$ cat config.mk
export PLATFORM = sky130hd
export DESIGN_NAME = spi_flash_ctrl
export DESIGN_NICKNAME = d
export VERILOG_FILES = /design/src/rtl/spi_flash_pkg.sv /design/src/rtl/spi_flash_ctrl_clk_div.sv /design/src/rtl/spi_flash_ctrl.sv
export SDC_FILE = /design/constraint.sdc
export NUM_CORES = 1
export LEC_CHECK = 0
export ABC_AREA = 1
export CORE_MARGIN = 3
export CORE_UTILIZATION = 40
export CTS_CLUSTER_SIZE = 24
export DETAILED_ROUTE_END_ITERATION = 10
export SYNTH_ARGS = -nofsm -noshare
export SYNTH_HDL_FRONTEND = slang
export SYNTH_SLANG_ARGS = --single-unit
export TNS_END_PERCENT = 50
$ cat constraint.sdc
create_clock -name clk_in -period 2 [get_ports clk_in]
set_input_delay 0.2 -clock clk_in [delete_from_list [all_inputs] [get_ports clk_in]]
set_output_delay 0.2 -clock clk_in [all_outputs]
set_load 0.01 [all_outputs]
$ cat src/rtl/spi_flash_pkg.sv
// Shared state encoding, opcodes and frame field widths for the SPI NOR flash read controller.
package spi_flash_pkg;

  typedef enum logic [2:0] {
    ST_IDLE  = 3'd0,
    ST_CMD   = 3'd1,
    ST_ADDR  = 3'd2,
    ST_DUMMY = 3'd3,
    ST_DATA  = 3'd4,
    ST_GAP   = 3'd5
  } state_e;

  localparam logic [7:0] CMD_READ      = 8'h03;
  localparam logic [7:0] CMD_FAST_READ = 8'h0B;

  localparam int CMD_BITS   = 8;
  localparam int ADDR_BITS  = 24;
  localparam int DUMMY_BITS = 8;
  localparam int DATA_BITS  = 16;

  // Word address to flash byte address: 16-bit words live at even byte offsets.
  function automatic logic [ADDR_BITS-1:0] byte_addr(input logic [15:0] word_addr);
    return {7'b0, word_addr, 1'b0};
  endfunction

  function automatic logic [5:0] last_bit(input state_e st);
    logic [5:0] result;
    case (st)
      ST_CMD:   result = 6'(CMD_BITS - 1);
      ST_ADDR:  result = 6'(ADDR_BITS - 1);
      ST_DUMMY: result = 6'(DUMMY_BITS - 1);
      default:  result = 6'(DATA_BITS - 1);
    endcase
    return result;
  endfunction

endpackage

$ cat src/rtl/spi_flash_ctrl_clk_div.sv
// SCLK generator for spi_flash_ctrl: SCLK_HALF-cycle half periods, low phase first,
// with single-cycle strobes on the clk edge that raises or lowers sclk.
module spi_clk_div #(
  parameter int unsigned SCLK_HALF = 2
) (
  input  logic clk_in,
  input  logic reset_in,
  input  logic run_in,
  output logic sclk_out,
  output logic rise_out,
  output logic fall_out
);

  localparam int unsigned CW = (SCLK_HALF > 1) ? $clog2(SCLK_HALF) : 1;
  localparam logic [CW-1:0] CNT_LAST = CW'(SCLK_HALF - 1);

  logic [CW-1:0] cnt_q, cnt_d;
  logic          phase_q, phase_d;
  logic          half_done;

  assign half_done = run_in && (cnt_q == CNT_LAST);
  assign rise_out  = half_done && !phase_q;
  assign fall_out  = half_done && phase_q;
  assign sclk_out  = phase_q;

  // Held at the start of a low phase while idle so the first bit begins cleanly.
  always_comb begin
    cnt_d   = cnt_q;
    phase_d = phase_q;
    if (!run_in) begin
      cnt_d   = '0;
      phase_d = 1'b0;
    end else if (half_done) begin
      cnt_d   = '0;
      phase_d = !phase_q;
    end else begin
      cnt_d = cnt_q + CW'(1);
    end
  end

  always_ff @(posedge clk_in or negedge reset_in) begin
    if (!reset_in) begin
      cnt_q   <= '0;
      phase_q <= 1'b0;
    end else begin
      cnt_q   <= cnt_d;
      phase_q <= phase_d;
    end
  end

endmodule

$ cat src/rtl/spi_flash_ctrl.sv
// Read-only SPI NOR flash controller (mode 0): one READ frame per word request.
// Define SPI_FLASH_FAST_READ_EN to use FAST READ (0x0B) with 8 dummy clocks.
module spi_flash_ctrl #(
  parameter int unsigned SCLK_HALF = 2,
  parameter int unsigned CS_GAP    = 4
) (
  input  logic        clk_in,
  input  logic        reset_in,
  output logic        sclk_out,
  output logic        cs_out,
  output logic        mosi_out,
  input  logic        miso_in,
  input  logic [15:0] addr_in,
  input  logic        addr_valid_in,
  output logic [15:0] data_out,
  output logic        data_valid_out,
  output logic        busy_out
);

  import spi_flash_pkg::*;

`ifdef SPI_FLASH_FAST_READ_EN
  localparam logic [7:0] CMD_OPCODE = CMD_FAST_READ;
  localparam state_e     AFTER_ADDR = ST_DUMMY;
`else
  localparam logic [7:0] CMD_OPCODE = CMD_READ;
  localparam state_e     AFTER_ADDR = ST_DATA;
`endif

  localparam int unsigned   GW       = (CS_GAP > 1) ? $clog2(CS_GAP) : 1;
  localparam logic [GW-1:0] GAP_LAST = GW'(CS_GAP - 1);
  localparam int            TX_BITS  = CMD_BITS + ADDR_BITS;

  state_e               state_q, state_d;
  logic [5:0]           bit_cnt_q, bit_cnt_d;
  logic [GW-1:0]        gap_cnt_q, gap_cnt_d;
  logic [TX_BITS-1:0]   tx_q, tx_d;
  logic [DATA_BITS-1:0] rx_q, rx_d;
  logic [DATA_BITS-1:0] data_q, data_d;
  logic                 cs_q, cs_d;
  logic                 busy_q, busy_d;
  logic                 valid_q, valid_d;
  logic                 sclk_rise, sclk_fall;

  spi_clk_div #(
    .SCLK_HALF(SCLK_HALF)
  ) u_clk_div (
    .clk_in  (clk_in),
    .reset_in(reset_in),
    .run_in  (!cs_q),
    .sclk_out(sclk_out),
    .rise_out(sclk_rise),
    .fall_out(sclk_fall)
  );

  // MOSI is the MSB of the outgoing shift register; zeros shifted in behind
  // the address keep it low through the dummy and data phases.
  always_comb begin
    state_d   = state_q;
    bit_cnt_d = bit_cnt_q;
    gap_cnt_d = gap_cnt_q;
    tx_d      = tx_q;
    rx_d      = rx_q;
    data_d    = data_q;
    cs_d      = cs_q;
    busy_d    = busy_q;
    valid_d   = 1'b0;

    case (state_q)
      ST_IDLE: begin
        if (addr_valid_in) begin
          state_d   = ST_CMD;
          bit_cnt_d = '0;
          tx_d      = {CMD_OPCODE, byte_addr(addr_in)};
          cs_d      = 1'b0;
          busy_d    = 1'b1;
        end
      end

      ST_CMD, ST_ADDR, ST_DUMMY, ST_DATA: begin
        if (sclk_rise && (state_q == ST_DATA)) begin
          rx_d = {rx_q[DATA_BITS-2:0], miso_in};
        end
        if (sclk_fall) begin
          tx_d      = {tx_q[TX_BITS-2:0], 1'b0};
          bit_cnt_d = bit_cnt_q + 6'd1;
          if (bit_cnt_q == last_bit(state_q)) begin
            bit_cnt_d = '0;
            case (state_q)
              ST_CMD:   state_d = ST_ADDR;
              ST_ADDR:  state_d = AFTER_ADDR;
              ST_DUMMY: state_d = ST_DATA;
              default: begin
                state_d   = ST_GAP;
                cs_d      = 1'b1;
                data_d    = rx_q;
                valid_d   = 1'b1;
                gap_cnt_d = '0;
              end
            endcase
          end
        end
      end

      ST_GAP: begin
        if (gap_cnt_q == GAP_LAST) begin
          state_d = ST_IDLE;
          busy_d  = 1'b0;
        end else begin
          gap_cnt_d = gap_cnt_q + GW'(1);
        end
      end

      default: begin
        state_d = ST_IDLE;
        cs_d    = 1'b1;
        busy_d  = 1'b0;
        tx_d    = '0;
      end
    endcase
  end

  always_ff @(posedge clk_in or negedge reset_in) begin
    if (!reset_in) begin
      state_q   <= ST_IDLE;
      bit_cnt_q <= '0;
      gap_cnt_q <= '0;
      tx_q      <= '0;
      rx_q      <= '0;
      data_q    <= '0;
      cs_q      <= 1'b1;
      busy_q    <= 1'b0;
      valid_q   <= 1'b0;
    end else begin
      state_q   <= state_d;
      bit_cnt_q <= bit_cnt_d;
      gap_cnt_q <= gap_cnt_d;
      tx_q      <= tx_d;
      rx_q      <= rx_d;
      data_q    <= data_d;
      cs_q      <= cs_d;
      busy_q    <= busy_d;
      valid_q   <= valid_d;
    end
  end

  assign cs_out         = cs_q;
  assign mosi_out       = tx_q[TX_BITS-1];
  assign data_out       = data_q;
  assign data_valid_out = valid_q;
  assign busy_out       = busy_q;

endmodule

# ---- After elaboration in Yosys (flattened, before gate mapping)
# Index checks and enable logic that the tools add are counted.
dict set report word_totals {
  regBits 80
  in_bits 20
  out_inout_bits 21
  word_cells 89
}
dict set report op_classes {
  n_addsub 3
  eq_ne 13
  n_mux 37
  bitwise_logic 3
  reduce_logical 22
}
# op count
set op_table {}
lappend op_table {{one-hot mux 32 bit (3 select lines)} 1}
lappend op_table {{two-way mux 32 bit} 2}
lappend op_table {{two-way mux 6 bit} 5}
lappend op_table {{two-way mux 1 bit} 14}
lappend op_table {{two-way mux 3 bit} 4}
lappend op_table {{!= test 2 bit (second input constant)} 6}
lappend op_table {{one-hot mux 6 bit (2 select lines)} 1}
lappend op_table {{one-hot mux 5 bit (2 select lines)} 1}
lappend op_table {{AND reduction 5 bit} 2}
lappend op_table {{one-hot mux 3 bit (3 select lines)} 1}
lappend op_table {{AND reduction 3 bit} 3}
lappend op_table {{two-way mux 2 bit} 4}
lappend op_table {{AND reduction 4 bit} 2}
lappend op_table {{adder 6 x 1 -> 6 bit (second input constant)} 1}
lappend op_table {{== test 3 x 2 -> 1 bit (second input constant)} 2}
lappend op_table {{== test 3 bit (second input constant)} 2}
lappend op_table {{== test 6 bit} 1}
lappend op_table {{one-hot mux 1 bit (3 select lines)} 2}
lappend op_table {{one-hot mux 3 bit (2 select lines)} 1}
lappend op_table {{nonzero test 2 bit} 3}
lappend op_table {{logical AND 1 bit} 4}
lappend op_table {{one-hot mux 2 bit (2 select lines)} 1}
lappend op_table {{OR reduction 2 bit} 2}
lappend op_table {{OR reduction 4 bit} 1}
lappend op_table {{9 further kinds} 12}

# ---- Longest topological paths before layout
# Gate-level depths: netlist of run 1.
dict set report depth {
  depth_word 9
  ltp_mapped 11
  ltp_nobuf 10
}

# ---- By module
# From an unflattened synthesis of run 1, not the netlist that was laid out.
dict set report unflattened {
  hier_cells 407
  area_unflattened_um2 3618.5
}
# module n_inst cells_each area_each_um2 seq_area_each_um2
set modules_own_cells {}
lappend modules_own_cells {spi_flash_ctrl 1 395 3528.4 1928.1}
lappend modules_own_cells {spi_clk_div 1 12 90.1 50.0}

# ---- Least setup slack after synthesis of run 1
# Ideal clock, no wire load.
dict set report synth_path {
  kind {register to register}
  from {register state_q[1]}
  to {register tx_q[19]}
  setup_time_ns 0.126
  arrival_ns 1.410
  required_time_ns 1.874
  setup_slack_ns 0.464
  stages_incl_launch_ff 10
  path_buffers 1
  period_less_slack_ns 1.536
  path_cell_list {dfrtp_1 nor2_4 nand2_4 nand2_4 nand2_4 nand2_4 inv_2 nand2_1 buf_2 o22ai_1}
}
dict set report synth_via {
  elab_chain_len 4
  word_cells_on_any_way 12
  cone_classes {eq/ne: 7; mux: 1; bitwise: 1; reduce/logical: 3}
}
# element line
set synth_rtl {}
lappend synth_rtl {{start, declared} spi_flash_ctrl.sv:34} ;# state_e state_q, state_d;
lappend synth_rtl {{start signal, assigned} spi_flash_ctrl.sv:135} ;# state_q <= state_d;
lappend synth_rtl {{== test 3 bit, or another cell as far along} spi_flash_ctrl.sv:69} ;# case (state_q)
lappend synth_rtl {{OR reduction 4 bit} spi_flash_ctrl.sv:69}
lappend synth_rtl {{!= test 2 bit (no source line)} -}
lappend synth_rtl {{AND reduction 3 bit (no source line)} -}
lappend synth_rtl {{end signal, assigned} spi_flash_ctrl.sv:138} ;# tx_q <= tx_d;
lappend synth_rtl {{end, declared} spi_flash_ctrl.sv:37} ;# logic [TX_BITS-1:0] tx_q, tx_d;
# Several ways; a longest one is shown, not always the timed one.
# A chain may end at the register's enable or synchronous reset.

# ---- Final worst setup path of run 1
dict set report layout_path {
  from {register state_q[1]}
  to {register tx_q[26]}
}
# Same word-level chain as after synthesis.

==> out/qor.txt, run 1 <==
Top FF cell, synth = dfrtp_1
CP top delay family = simple AND/OR/NAND/NOR gates
Worst slew pin tran = 0.4759 ns
GR Overflow Total = 0
Cell repeated most along the worst path = nand2_4
Synth Area in Simple Gates = 19.02%
R2R Path End = tx_q[26]$_DFFE_PN0P_
Final hold vios = 0
DR pass1 iterations = 5
#FFs+latches synth = 79
CTS tree = built
R2r worst-path depth = 8
Initial DRC Count = 81
Status = complete, no violations
Worst r2r src = state_q[1]$_DFFE_PN0P_
Fin Setup TNS = 0 ns
CTS Buf Count = 9
Nets = 460
Crit path depth = 8
Crit path DAT = 1.99 ns
Xor-xnor portion of the synthesized cell area = 0.4995%
Required time worst endpoint = 2.21 ns
Ys Warns = 0
Detailed Place HPWL = 4518 um
Sequential cell area = 1978 um2
Initial core utilization = 41.84%
VDD IR-drop max = 0.0007873 V
Synth area leader = dfrtp_1
Place WS = 0.2275 ns
Max_cap viols = 0
Boundary Pins = 41
Initial antenna violation count = 0
Die Wd = 99.64 um
Drt drc = 0
R2R setup slack = 0.22 ns
EDFF count, synth = 0
Startpoint types = flop
Vias in the first global route = 2618
Synthesized area per cell = 8.879 um2
Die ar. = 9927 um2
Crit-path cells = nor2_4 > nand2_4 > nand2_4 > nand2_4 > nand2_4 > inv_2 > nand2_1 > o22ai_1
Via/cell ratio = 4.758
Setup slack after layout = 0.2181 ns
Proportion of layout cells with a drive suffix above 1 = 11.34%
Total Routing Usage GR = 14.67%
CP max stage delay = 0.47 ns
Post-route ant nets = 0
Max Slew Vio Count = 0
Area Overhead vs Synth = 19.69%
Root Buffer = clkbuf_8
CP endpoint = tx_q[26]$_DFFE_PN0P_
Sequential share of the synthesized area = 56.40%
# setup viols final = 0
Buf+Inv Stages, Crit Path = 1
Multi-input logic area = 1207 um2
Largest net degree at the start of global routing = 49
Synth cell count leaders = nand2_1 (96), dfrtp_1 (78), o21ai_0 (63), inv_1 (57)
DR WL/cell = 12.21 um
Cell Area, Synth = 3507 um2
Clock-pin slew on the worst setup and hold paths = 0.08 ns
Compound-Gate Fraction of Synth Area = 14.20%
Worst Hold Class = in -> async
Mux contribution to synthesized area = 0%
TritonCTS sink count = 79
Relative slew slack = 68.27%
Main combinational cell family by area after synthesis = simple AND/OR/NAND/NOR gates
Core Rows = 33
Min Tclk post-route = 1.782 ns
Top cell type's share of synthesized area = 55.65%
Crit path from = state_q[1]$_DFFE_PN0P_
Final wirelength = 6665 um
Leak = 1.925 nW
Clock Skew = 0.01105 ns
Layout fillers = 801
Clk Latency, worst-skew pair = 0.35 ns
Worst-path cell with the longest stage delay = dfrtp_1
Power per Cell Area = 1320 nW/um2
Syn nets = 417
Core area = 8382 um2
Cts repair resizes = 0
Worst Setup End Kind = flop
First-pass GRT wire length = 11730 um
WS Path Type = reg -> reg
Diodes inserted = 0
Maximum clock frequency = 0.5612 GHz
Ranking of synthesized cells by area = dfrtp_1 (56%), nand2_1 (10%), o21ai_0 (9.0%)
Post-Synth Adder-Cell Area = 0.7135%
Via Count = 2598
GP Congestion = 0.8354
Final Cycle Share = 89.09%
Die Y = 99.64 um
Cells after synthesis = 395
Largest fanout on the critical path = 13
Htree depth = 3
Count leader, synth = nand2_1
Clock buffer depth = 2
RSZ-0062 raised after global routing = no
# port buffers = 40
Synth cell types = 28
Async S/R FF share, synth = 100.0%
==> flip-flops by register name, indices dropped and copies added (netlist names) <==
name,cells
bit_cnt_q,6
busy_out,1
cs_out,1
data_out,16
data_valid_out,1
gap_cnt_q,2
rx_q,16
state_q,3
tx_q,31
u_clk_div.cnt_q,1
u_clk_div.sclk_out,1
==> layout make-up <==
type                    count  share of cell area (%)
inverters                  64                   5.723
clock buffers              10                   3.279
well taps                 105                   3.130
repair buffers             46                   11.21
flip-flops and latches     79                   47.12
clock inverters             4                  0.7750
multi-input cells         238                   28.76
==> per-layer routing <==
metal	vias to the layer above	GRT usage (%)	wire length, um
met5	-	0	0
met4	0	5.987	97
met3	10	3.647	243
met2	36	23.61	3066
met1	1206	18.97	3257
li1	1346	-	-
==> through the flow <==
stage / hold WS (ns) / std cells / power [mW] / instance area (um2) / utilization, %
final: 0.3466 / 546 / 5.542 / 4198 / 50.08
after global routing: 0.3911 / 546 / 6.032 / 4198 / 50.08
after CTS: 0.3559 / 546 / 5.626 / 4198 / 50.08
after detailed placement: 0.1922 / 531 / 4.544 / 4018 / 47.93
after global placement: 0.1813 / 531 / 4.479 / 4018 / 47.93
after floorplan: -0.09559 / 395 / 4.042 / 3507 / -
==> how the worst min path moves through the flow <==
stage / endpoint / slack [ns] / cells after the start
final: tx_q[21]$_DFFE_PN0P_ / 0.35 / 2
after global routing: tx_q[20]$_DFFE_PN0P_ / 0.39 / 2
after CTS: tx_q[20]$_DFFE_PN0P_ / 0.36 / 2
after detailed placement: tx_q[20]$_DFFE_PN0P_ / 0.19 / 1
after global placement: tx_q[21]$_DFFE_PN0P_ / 0.18 / 1
after floorplan: bit_cnt_q[0]$_DFFE_PN0P_ / -0.1 / 0
==> report_power, final <==
group / leakage, nW / switching [mW] / internal, mW
clock network: 0.0808 / 0.573 / 0.477
logic: 0.782 / 1.54 / 0.782
registers: 1.06 / 0.183 / 1.99
==> placed cells by master (no fill, tap or decap), types with 2 or more instances in the layout <==
cell / instances
o22ai_1: 12
o21ai_2: 10
nand4_1: 10
nor3_1: 3
o21ai_0: 63
clkdlybuf4s50_1: 39
clkbuf_8: 10
buf_12: 2
inv_2: 6
nand2_2: 2
buf_4: 4
dfrtp_1: 78
inv_1: 57
nor2_2: 2
nand2_1: 96
nand2_4: 5
ha_1: 2
nand3_1: 11
clkinvlp_4: 2
nor2_1: 12
nor2_4: 3
xor2_1: 2
==> logic make-up (layout without fill, tap and decap cells) <==
kind of cell | count (synthesis) | in the layout
AO/OA/AOI/OAI | 88 | 88
XOR/XNOR | 2 | 2
adder cells (fa/ha/maj) | 2 | 2
buffers and inverters | 78 | 124
flip-flops | 79 | 79
AND/OR/NAND/NOR | 146 | 146
==> what timing repair did <==
| action | 4_1_cts | 5_1_grt |
|---|---|---|
| endpoints found under the hold margin | 33 | 0 |
| buffers inserted | 0 | 0 |
| hold buffers | 1 | 0 |
| setup endpoints to repair | 0 | 0 |
(Power assumes the default switching activity.)
==> run 2, diff against run 1 <==
- HOLD_SLACK_MARGIN: not set -> 0.12
==> results of run 2 <==
The final DEF is identical to that of run 1; final timing and power are the same.
==> run 3, diff against run 2 <==
- CAP_MARGIN: not set -> 25
==> results of run 3 <==
The final DEF is identical to that of run 1; final timing and power are the same.
